`config.mk`:
```
export PLATFORM = sky130hd
export DESIGN_NAME = move_sequencer
export DESIGN_NICKNAME = d
export VERILOG_FILES = /design/src/rtl/move_sequencer.sv
export SDC_FILE = /design/constraint.sdc
export NUM_CORES = 1
export LEC_CHECK = 0
export ABC_AREA = 1
export CAP_MARGIN = 5
export CORE_MARGIN = 3
export CORE_UTILIZATION = 36
export CTS_CLUSTER_DIAMETER = 40
export DETAILED_ROUTE_END_ITERATION = 12
export GPL_TIMING_DRIVEN = 0
export SETUP_SLACK_MARGIN = 0.15
export SYNTH_ARGS = -nofsm -noshare
export SYNTH_HDL_FRONTEND = slang
export SYNTH_SLANG_ARGS = --single-unit
```
`constraint.sdc`:
```
create_clock -name CLK_50MHZ -period 13.9 [get_ports CLK_50MHZ]
set_input_delay 2.085 -clock CLK_50MHZ [delete_from_list [all_inputs] [get_ports CLK_50MHZ]]
set_output_delay 2.085 -clock CLK_50MHZ [all_outputs]
set_load 0.01 [all_outputs]
```
`src/rtl/move_sequencer.sv`:
```
// move_sequencer: clamps host position commands and issues them to the motor-control block as bounded segments
module move_sequencer #(
  parameter logic signed [31:0] POS_MIN = -32'sd1000000,
  parameter logic signed [31:0] POS_MAX = 32'sd1000000,
  parameter logic [19:0] VEL_DIV_MIN = 20'h00115,
  parameter logic [19:0] VEL_DIV_MAX = 20'h1E848,
  parameter logic [15:0] SEG_MAX = 16'hFFFF,
  parameter int unsigned START_TIMEOUT = 1000,
  parameter int unsigned SETTLE_CYCLES = 50000
) (
  input  logic        CLK_50MHZ,
  input  logic        rst,
  input  logic        cmd_valid,
  output logic        cmd_ready,
  input  logic [31:0] cmd_target,
  input  logic [19:0] cmd_vel_div,
  input  logic        abort,
  input  logic [31:0] cur_position,
  input  logic        mc_busy,
  output logic        mc_start,
  output logic        mc_dir,
  output logic [15:0] mc_delta,
  output logic [19:0] mc_vel_div,
  output logic        done,
  output logic        clamped,
  output logic        fault
);
  typedef enum logic [3:0] {IDLE, CALC, ISSUE, WAIT_BUSY, WAIT_DONE, SETTLE, DONE, DRAIN, FAULT} state_t;
  state_t state_q, state_d;
  logic signed [31:0] tgt_q, tgt_d;
  logic [19:0] div_q, div_d;
  logic [32:0] rem_q, rem_d;
  logic [31:0] tmr_q, tmr_d;
  logic cmd_ready_q, cmd_ready_d, mc_start_q, mc_start_d, mc_dir_q, mc_dir_d;
  logic done_q, done_d, clamped_q, clamped_d, fault_q, fault_d;
  logic [15:0] mc_delta_q, mc_delta_d;
  logic [19:0] mc_vel_div_q, mc_vel_div_d;
  logic accept;
  logic [32:0] diff, mag;
  logic [15:0] seg;
  // next-state and registered-output computation; abort overrides whatever the state decided
  always_comb begin
    accept = state_q == IDLE && cmd_ready_q && cmd_valid && !abort;
    diff = {tgt_q[31], tgt_q} - {cur_position[31], cur_position};
    mag = diff[32] ? -diff : diff;
    seg = rem_q > {17'd0, SEG_MAX} ? SEG_MAX : rem_q[15:0];
    state_d = state_q;
    tgt_d = tgt_q;
    div_d = div_q;
    rem_d = rem_q;
    tmr_d = tmr_q + 32'd1;
    mc_dir_d = mc_dir_q;
    clamped_d = clamped_q;
    mc_start_d = 1'b0;
    done_d = 1'b0;
    case (state_q)
      IDLE: if (accept) begin
        state_d = CALC;
        tgt_d = $signed(cmd_target) < POS_MIN ? POS_MIN : $signed(cmd_target) > POS_MAX ? POS_MAX : $signed(cmd_target);
        div_d = cmd_vel_div < VEL_DIV_MIN ? VEL_DIV_MIN : cmd_vel_div > VEL_DIV_MAX ? VEL_DIV_MAX : cmd_vel_div;
        clamped_d = tgt_d != $signed(cmd_target) || div_d != cmd_vel_div;
      end
      CALC: begin
        state_d = diff == '0 ? DONE : ISSUE;
        mc_dir_d = diff == '0 ? mc_dir_q : !diff[32];
        rem_d = mag;
      end
      ISSUE: if (!mc_busy) begin
        state_d = WAIT_BUSY;
        mc_start_d = 1'b1;
        rem_d = rem_q - {17'd0, seg};
        tmr_d = '0;
      end
      WAIT_BUSY: state_d = mc_busy ? WAIT_DONE : tmr_q == START_TIMEOUT - 1 ? FAULT : WAIT_BUSY;
      WAIT_DONE: if (!mc_busy) begin
        state_d = SETTLE;
        tmr_d = '0;
      end
      SETTLE: if (tmr_q == SETTLE_CYCLES - 1) state_d = rem_q != '0 ? ISSUE : DONE;
      DONE: begin
        state_d = IDLE;
        done_d = 1'b1;
      end
      DRAIN: if (!mc_busy) state_d = IDLE;
      default: state_d = state_q;
    endcase
    if (abort && state_q != IDLE) begin
      rem_d = '0;
      mc_start_d = 1'b0;
      done_d = 1'b0;
      state_d = (state_q == WAIT_BUSY || state_q == WAIT_DONE || (state_q == DRAIN && mc_busy)) ? DRAIN : IDLE;
    end
    mc_delta_d = mc_start_d ? seg : mc_delta_q;
    mc_vel_div_d = mc_start_d ? div_q : mc_vel_div_q;
    cmd_ready_d = state_q == IDLE && !accept;
    fault_d = state_q == FAULT && !abort;
  end
  // state and all outputs registered together
  always_ff @(posedge CLK_50MHZ or posedge rst) begin
    if (rst) begin
      state_q <= IDLE;
      tgt_q <= '0;
      div_q <= VEL_DIV_MAX;
      rem_q <= '0;
      tmr_q <= '0;
      cmd_ready_q <= 1'b0;
      mc_start_q <= 1'b0;
      mc_dir_q <= 1'b0;
      mc_delta_q <= '0;
      mc_vel_div_q <= VEL_DIV_MAX;
      done_q <= 1'b0;
      clamped_q <= 1'b0;
      fault_q <= 1'b0;
    end else begin
      state_q <= state_d;
      tgt_q <= tgt_d;
      div_q <= div_d;
      rem_q <= rem_d;
      tmr_q <= tmr_d;
      cmd_ready_q <= cmd_ready_d;
      mc_start_q <= mc_start_d;
      mc_dir_q <= mc_dir_d;
      mc_delta_q <= mc_delta_d;
      mc_vel_div_q <= mc_vel_div_d;
      done_q <= done_d;
      clamped_q <= clamped_d;
      fault_q <= fault_d;
    end
  end
  assign cmd_ready = cmd_ready_q;
  assign mc_start = mc_start_q;
  assign mc_dir = mc_dir_q;
  assign mc_delta = mc_delta_q;
  assign mc_vel_div = mc_vel_div_q;
  assign done = done_q;
  assign clamped = clamped_q;
  assign fault = fault_q;
endmodule

```
==> results.toml, run 1 <==
[cts]
insertion_delay_ns = 0.45
root_buffer = "clkbuf_16"
clock_path_buffers = 2
cts_inserted_buffers = 17
hold_buffers = 0
cts_sinks = 163
cts-resized-gates = 0
htree_num_levels = 4
post_cts_buffers = 0
cts.clk_slew.worst_paths_ns = 0.07
cts_tree = "yes"

[detailed_routing]
vias = 12500
first_pass_iters = 5
ant_nets = 0
drtIter0Drc = 947
wirelength_um = 36700
drc = 0
viasPerCell = 5.03
wire_per_inst_um = 14.8

[synthesis]
yosysMostFrequentCell = "nand2_1"
ys_top_cells_by_count = "nand2_1 (523), inv_1 (310), nor2_1 (189), dfrtp_1 (149), o21ai_0 (140)"
synthFlopType = "dfrtp_1"
ys_top_cells_by_area = "dfrtp_1 (31%), nand2_1 (16%), inv_1 (9.6%)"
synth.yosys.seq_area_share = 0.337
synth-edff-count = 0
synth_cells = 1880
syn_area_um2 = 12200
avgSynthCellArea_um2 = 6.47
yosysTopAreaCell = "dfrtp_1"
ys_async_sr_fraction = 1.00
synth_top_area_frac = 0.306
ys_types = 57
syn-num-nets = 2005
yosys_warnings = 0
ys_seq_elements = 163

[sta]
fmax_mhz = 202
clock_skew_ns = 0.0154
worst_pin_slew_ns = 1.12
grt_setup_unrepaired = "no"
min_period_over_period = 0.357
finalSetupTns_ns = 0
hold_viol = 0
hold_ws_ns = 0.483
post-route-min-period_ns = 4.96
relSlewSlack = 0.248
setup_viol = 0
slew_viol_final = 0

[place]
gp_congestion = 0.946
place_area_um2 = 14100
io_buffers = 130
dp_hpwl_um = 29000

[floorplanning]
die-area_um2 = 36000
initial_core_util = 0.369
core_um2 = 32900
die_width_um = 190
ios = 131
dieHeight_um = 190
fp-row-count = 66

[worst_setup_path]
cp.arrival_ns = 5.31
worstSetupEndpointType = "register"
cp_max_fo = 10
reg2reg_depth = 20
worstSetupPathType = "in -> reg"
required_ns = 14.25
reg2reg_slack_ns = 10.61
start_kind = "input port"

[finish]
final_nets = 2155
final_layout_size_suffix_gt1_frac = 0.0587
finish.utilization = 0.445
areaGrowthSynthToFinish_pct = 20.5
diodes = 0
finalInstanceArea_um2 = 14700

[grt]
grt_pass1_wl_um = 60500
grt_pass1_vias = 11800
antenna_found_initial = 0
grt_max_degree = 107
grt_usage = 0.207
gr-total-overflow = 0

[min_path]
min_path_type = "reg -> reg"
hold_path_depth = 2

[status]
status = "finished, final reports clean"

[power]
peakVddDrop_mv = 0.106
p_leak_nw = 7.39
power_density_nw_per_um2 = 210

[job]
drv_cap = 0
[logic make-up (layout without fill, tap and decap cells)]
kind of cell             Yosys count  after routing  synth area share
AO/OA/AOI/OAI                    295            295             0.135
buffers and inverters            351            514             0.111
XOR/XNOR                          13             13           0.00936
AND/OR/NAND/NOR                 1022           1022             0.370
flip-flops                       163            163             0.337
adder cells (fa/ha/maj)           36             36            0.0376
[sequential cells by signal, summed over array words and instances (netlist names), 4 cells and up]
signal and cells:
div_q 20, mc_vel_div 20, state_q 4, tmr_q 32, mc_delta 16, tgt_q 32, rem_q 33
[area by class of cell]
class	instances	area (um^2)
Clock buffer	17	425
Tap cell	442	553
Buffer	36	170
Inverter	315	1190
Sequential cell	163	4100
Multi-Input combinational cell	1366	6710
Fill cell	3446	18300
Clock inverter	15	185
Timing Repair Buffer	131	1330
[where the power goes]
group | internal [W] | leakage, nW | switching, W
Clock | 0.000258 | 0.291 | 0.000231
Sequential | 0.000671 | 2.04 | 0.000119
Combinational | 0.000622 | 5.06 | 0.00118
Total | 0.00155 | 7.39 | 0.00153
[worst max-delay path, stage by stage]
cell,delay [ns]
clkdlybuf4s50_1,0.46
ha_1,0.14
inv_1,0.09
fa_1,0.43
nand2_1,0.12
a21oi_1,0.12
nand2_1,0.11
nand2_2,0.09
nand2_1,0.09
nand3_1,0.12
nand2_1,0.08
inv_1,0.05
nor2_1,0.08
nand2_1,0.06
nand2_2,0.20
buf_2,0.29
a21oi_1,0.06
o21ai_0,0.36
nand3_1,0.13
o21ai_0,0.12
[layout by cell type (no fill, tap or decap), types with 14 or more instances in the layout]
cell,count
nand2_1,523
inv_1,309
nor2_1,189
dfrtp_1,149
o21ai_0,140
clkdlybuf4s50_1,130
nand3_1,128
a21oi_1,93
nor3_1,53
ha_1,35
nand4_1,32
nor4_1,25
clkbuf_1,24
nor2_2,17
clkbuf_16,17
nand2_2,15
nand3b_1,15
dfstp_2,14
[through the flow]
step                      worst slack, ns  power [W]  std cells
after floorplan                      7.43    0.00199       1880
after global placement               4.92    0.00255       2452
after detailed placement             8.57    0.00257       2453
after CTS                            9.02    0.00307       2485
after global routing                 8.72    0.00337       2485
final                                8.94    0.00308       2485
[layer usage]
layer | track usage | share of wire | vias to the layer above
met3 | 0.0343 | 0.050 | 43
met1 | 0.291 | 0.48 | 5777
met4 | 0.0628 | 0.023 | 0
met5 | 0 | 0 | -
met2 | 0.328 | 0.45 | 297
li1 | - | - | 6374
[final timing paths]
check | startpoint | endpoint
max | cur_position[0] | rem_q[6]
min | mc_delta[9] | mc_delta[9]
max reg2reg | tgt_q[0] | rem_q[6]
min reg2reg | mc_delta[9] | mc_delta[9]
max in group asynchronous | rst | tgt_q[29]
min in group asynchronous | rst | mc_vel_div[9]
No activity file was read; power rests on OpenSTA's default activity.
==> run 2, diff against run 1 <==
Clock period 13.9 ns to 4.3 ns, I/O delays scaled along.
==> results.toml, run 2 (synthesis gave the netlist of run 1 again) <==
[sta]
final.setup.worst_slack_ns = 0.768
slew_viol_final = 0
fmax_mhz = 283
hold_viol = 0
worst_pin_slew_ns = 1.10
relSlewSlack = 0.261
finalSetupTns_ns = 0
hold_ws_ns = 0.479
grt_setup_unrepaired = "no"
clock_skew_ns = 0.0150
min_period_over_period = 0.821
post-route-min-period_ns = 3.53
setup_viol = 0

[cts]
cts-resized-gates = 0
hold_buffers = 0
post_cts_buffers = 0
insertion_delay_ns = 0.45
clock_path_buffers = 2
htree_num_levels = 4
root_buffer = "clkbuf_16"
cts_sinks = 163
cts_tree = "yes"
cts_inserted_buffers = 17
cts.clk_slew.worst_paths_ns = 0.07

[power]
p_leak_nw = 7.40
peakVddDrop_mv = 0.350
pwr-share-clk = 0.155
p_int_w = 0.00501
power_density_nw_per_um2 = 675
switching_share = 0.495
switching_power_w = 0.00490
pwr-share-seq = 0.258
pwr-share-comb = 0.587

[grt]
grt_pass1_wl_um = 60900
grt_pass1_vias = 12000
grt_max_degree = 42
gr-total-overflow = 0
antenna_found_initial = 0
grt_usage = 0.208

[finish]
top_register = "rem_q"
largest_reg_flops = 33
final_layout_size_suffix_gt1_frac = 0.0596
mostFrequentLayoutCells = "nand2_1 (523), inv_1 (309), nor2_1 (189), dfrtp_1 (149), o21ai_0 (140)"
finalInstanceArea_um2 = 14700
stdcell_count = 2488
areaGrowthSynthToFinish_pct = 20.7
reg_top3 = "rem_q: 33 flops, tgt_q: 32 flops, tmr_q: 32 flops"
diodes = 0
fill_cells = 3440
final_nets = 2158
layout_commonest_cell = "nand2_1"

[worst_setup_path]
start_kind = "input port"
required_ns = 4.69
worstSetupEndpoint = "rem_q[32]"
reg2reg_to = "rem_q[32]"
startpoint = "cur_position[0]"
reg2reg_depth = 20
reg2reg_slack_ns = 1.03
cp.arrival_ns = 3.92
worstSetupPathType = "in -> reg"
worstSetupEndpointType = "register"
r2r-start = "tgt_q[0]"
cp_max_fo = 4

[floorplanning]
initial_core_util = 0.369
dieHeight_um = 190
die-area_um2 = 36000
core_um2 = 32900
fp-row-count = 66
ios = 131
die_width_um = 190

[place]
pre_cts_ws_ns = 0.398
dp_hpwl_um = 29500
io_buffers = 130
dp.cells = 2456
place_area_um2 = 14100
gp_congestion = 0.919

[detailed_routing]
ant_nets = 0
wl_met2_um = 16500
first_pass_iters = 5
dr_wl_met3_um = 1830
drtIter0Drc = 1041
met1_length_um = 17900
top_layer = "met4"
wire_per_inst_um = 14.9
drc = 0
viasPerCell = 5.02
vias = 12500
wirelength_um = 36900

[min_path]
min_path_type = "reg -> reg"

[job]
drv_cap = 0

[status]
status = "finished, final reports clean"
==> run 2: changes by cell type in the layout (fill, tap and decap cells not counted) <==
| cell | before | now |
|---|---|---|
| buf_12 | 0 | 4 |
| clkinv_8 | 4 | 0 |
| clkinv_4 | 0 | 3 |
| inv_6 | 6 | 3 |
| clkinv_2 | 0 | 2 |
| buf_16 | 1 | 0 |
| clkbuf_1 | 24 | 25 |
| inv_8 | 3 | 4 |
==> run 2: metal layers <==
metal / GRT usage / vias to the layer above
met5: 0 / -
met3: 0.0385 / 40
met4: 0.0648 / 0
li1: - / 6373
met2: 0.326 / 288
met1: 0.293 / 5801
==> run 2: through the flow <==
stage                     utilization  power (W)
after detailed placement        0.428    0.00830
final                           0.445    0.00991
after global placement          0.426    0.00825
after global routing            0.445     0.0109
after CTS                       0.445    0.00990
after floorplan                     -    0.00642
==> run 2: power groups by stage <==
stage / Sequential [W] / Clock (W) / Combinational, W
after CTS: 0.00255 / 0.00159 / 0.00576
after detailed placement: 0.00258 / 0 / 0.00572
after global routing: 0.00263 / 0.00165 / 0.00659
after global placement: 0.00257 / 0 / 0.00568
after floorplan: 0.00258 / 0 / 0.00384
final: 0.00255 / 0.00154 / 0.00581
==> run 2: how the worst min path moves through the flow <==
| stage | from | endpoint | slack (ns) | depth (start not counted) |
|---|---|---|---|---|
| 2_1_floorplan | tgt_q[14] | tgt_q[14] | 0.45 | 2 |
| 3_3_place_gp | mc_delta[8] | mc_delta[8] | 0.46 | 2 |
| 3_5_place_dp | mc_delta[9] | mc_delta[9] | 0.47 | 2 |
| 4_1_cts | mc_delta[9] | mc_delta[9] | 0.49 | 2 |
| 5_1_grt | mc_vel_div[13] | mc_vel_div[13] | 0.51 | 2 |
| 6_report | mc_delta[7] | mc_delta[7] | 0.48 | 2 |
==> run 2: cell type report <==
| type | count | area (um^2) | area share |
|---|---|---|---|
| Inverter | 315 | 1190 | 0.0810 |
| Sequential cell | 163 | 4100 | 0.279 |
| Clock inverter | 14 | 145 | 0.00989 |
| Timing Repair Buffer | 134 | 1380 | 0.0941 |
| Tap cell | 442 | 553 | 0.0377 |
| Clock buffer | 18 | 429 | 0.0292 |
| Multi-Input combinational cell | 1366 | 6710 | 0.457 |
| Buffer | 36 | 170 | 0.0116 |
==> run 2: critical path: stages <==
cell	delay, ns
clkdlybuf4s50_1	0.40
ha_1	0.19
inv_1	0.14
fa_1	0.47
inv_1	0.09
ha_1	0.16
inv_1	0.05
nor2_1	0.17
nand2_2	0.09
nor2_2	0.10
nand2_1	0.09
nor2_2	0.15
nand3_2	0.17
nor2_1	0.19
nand3_1	0.14
nor2_1	0.16
nand2_1	0.10
o21ai_1	0.25
nand2_1	0.09
nand2_1	0.07
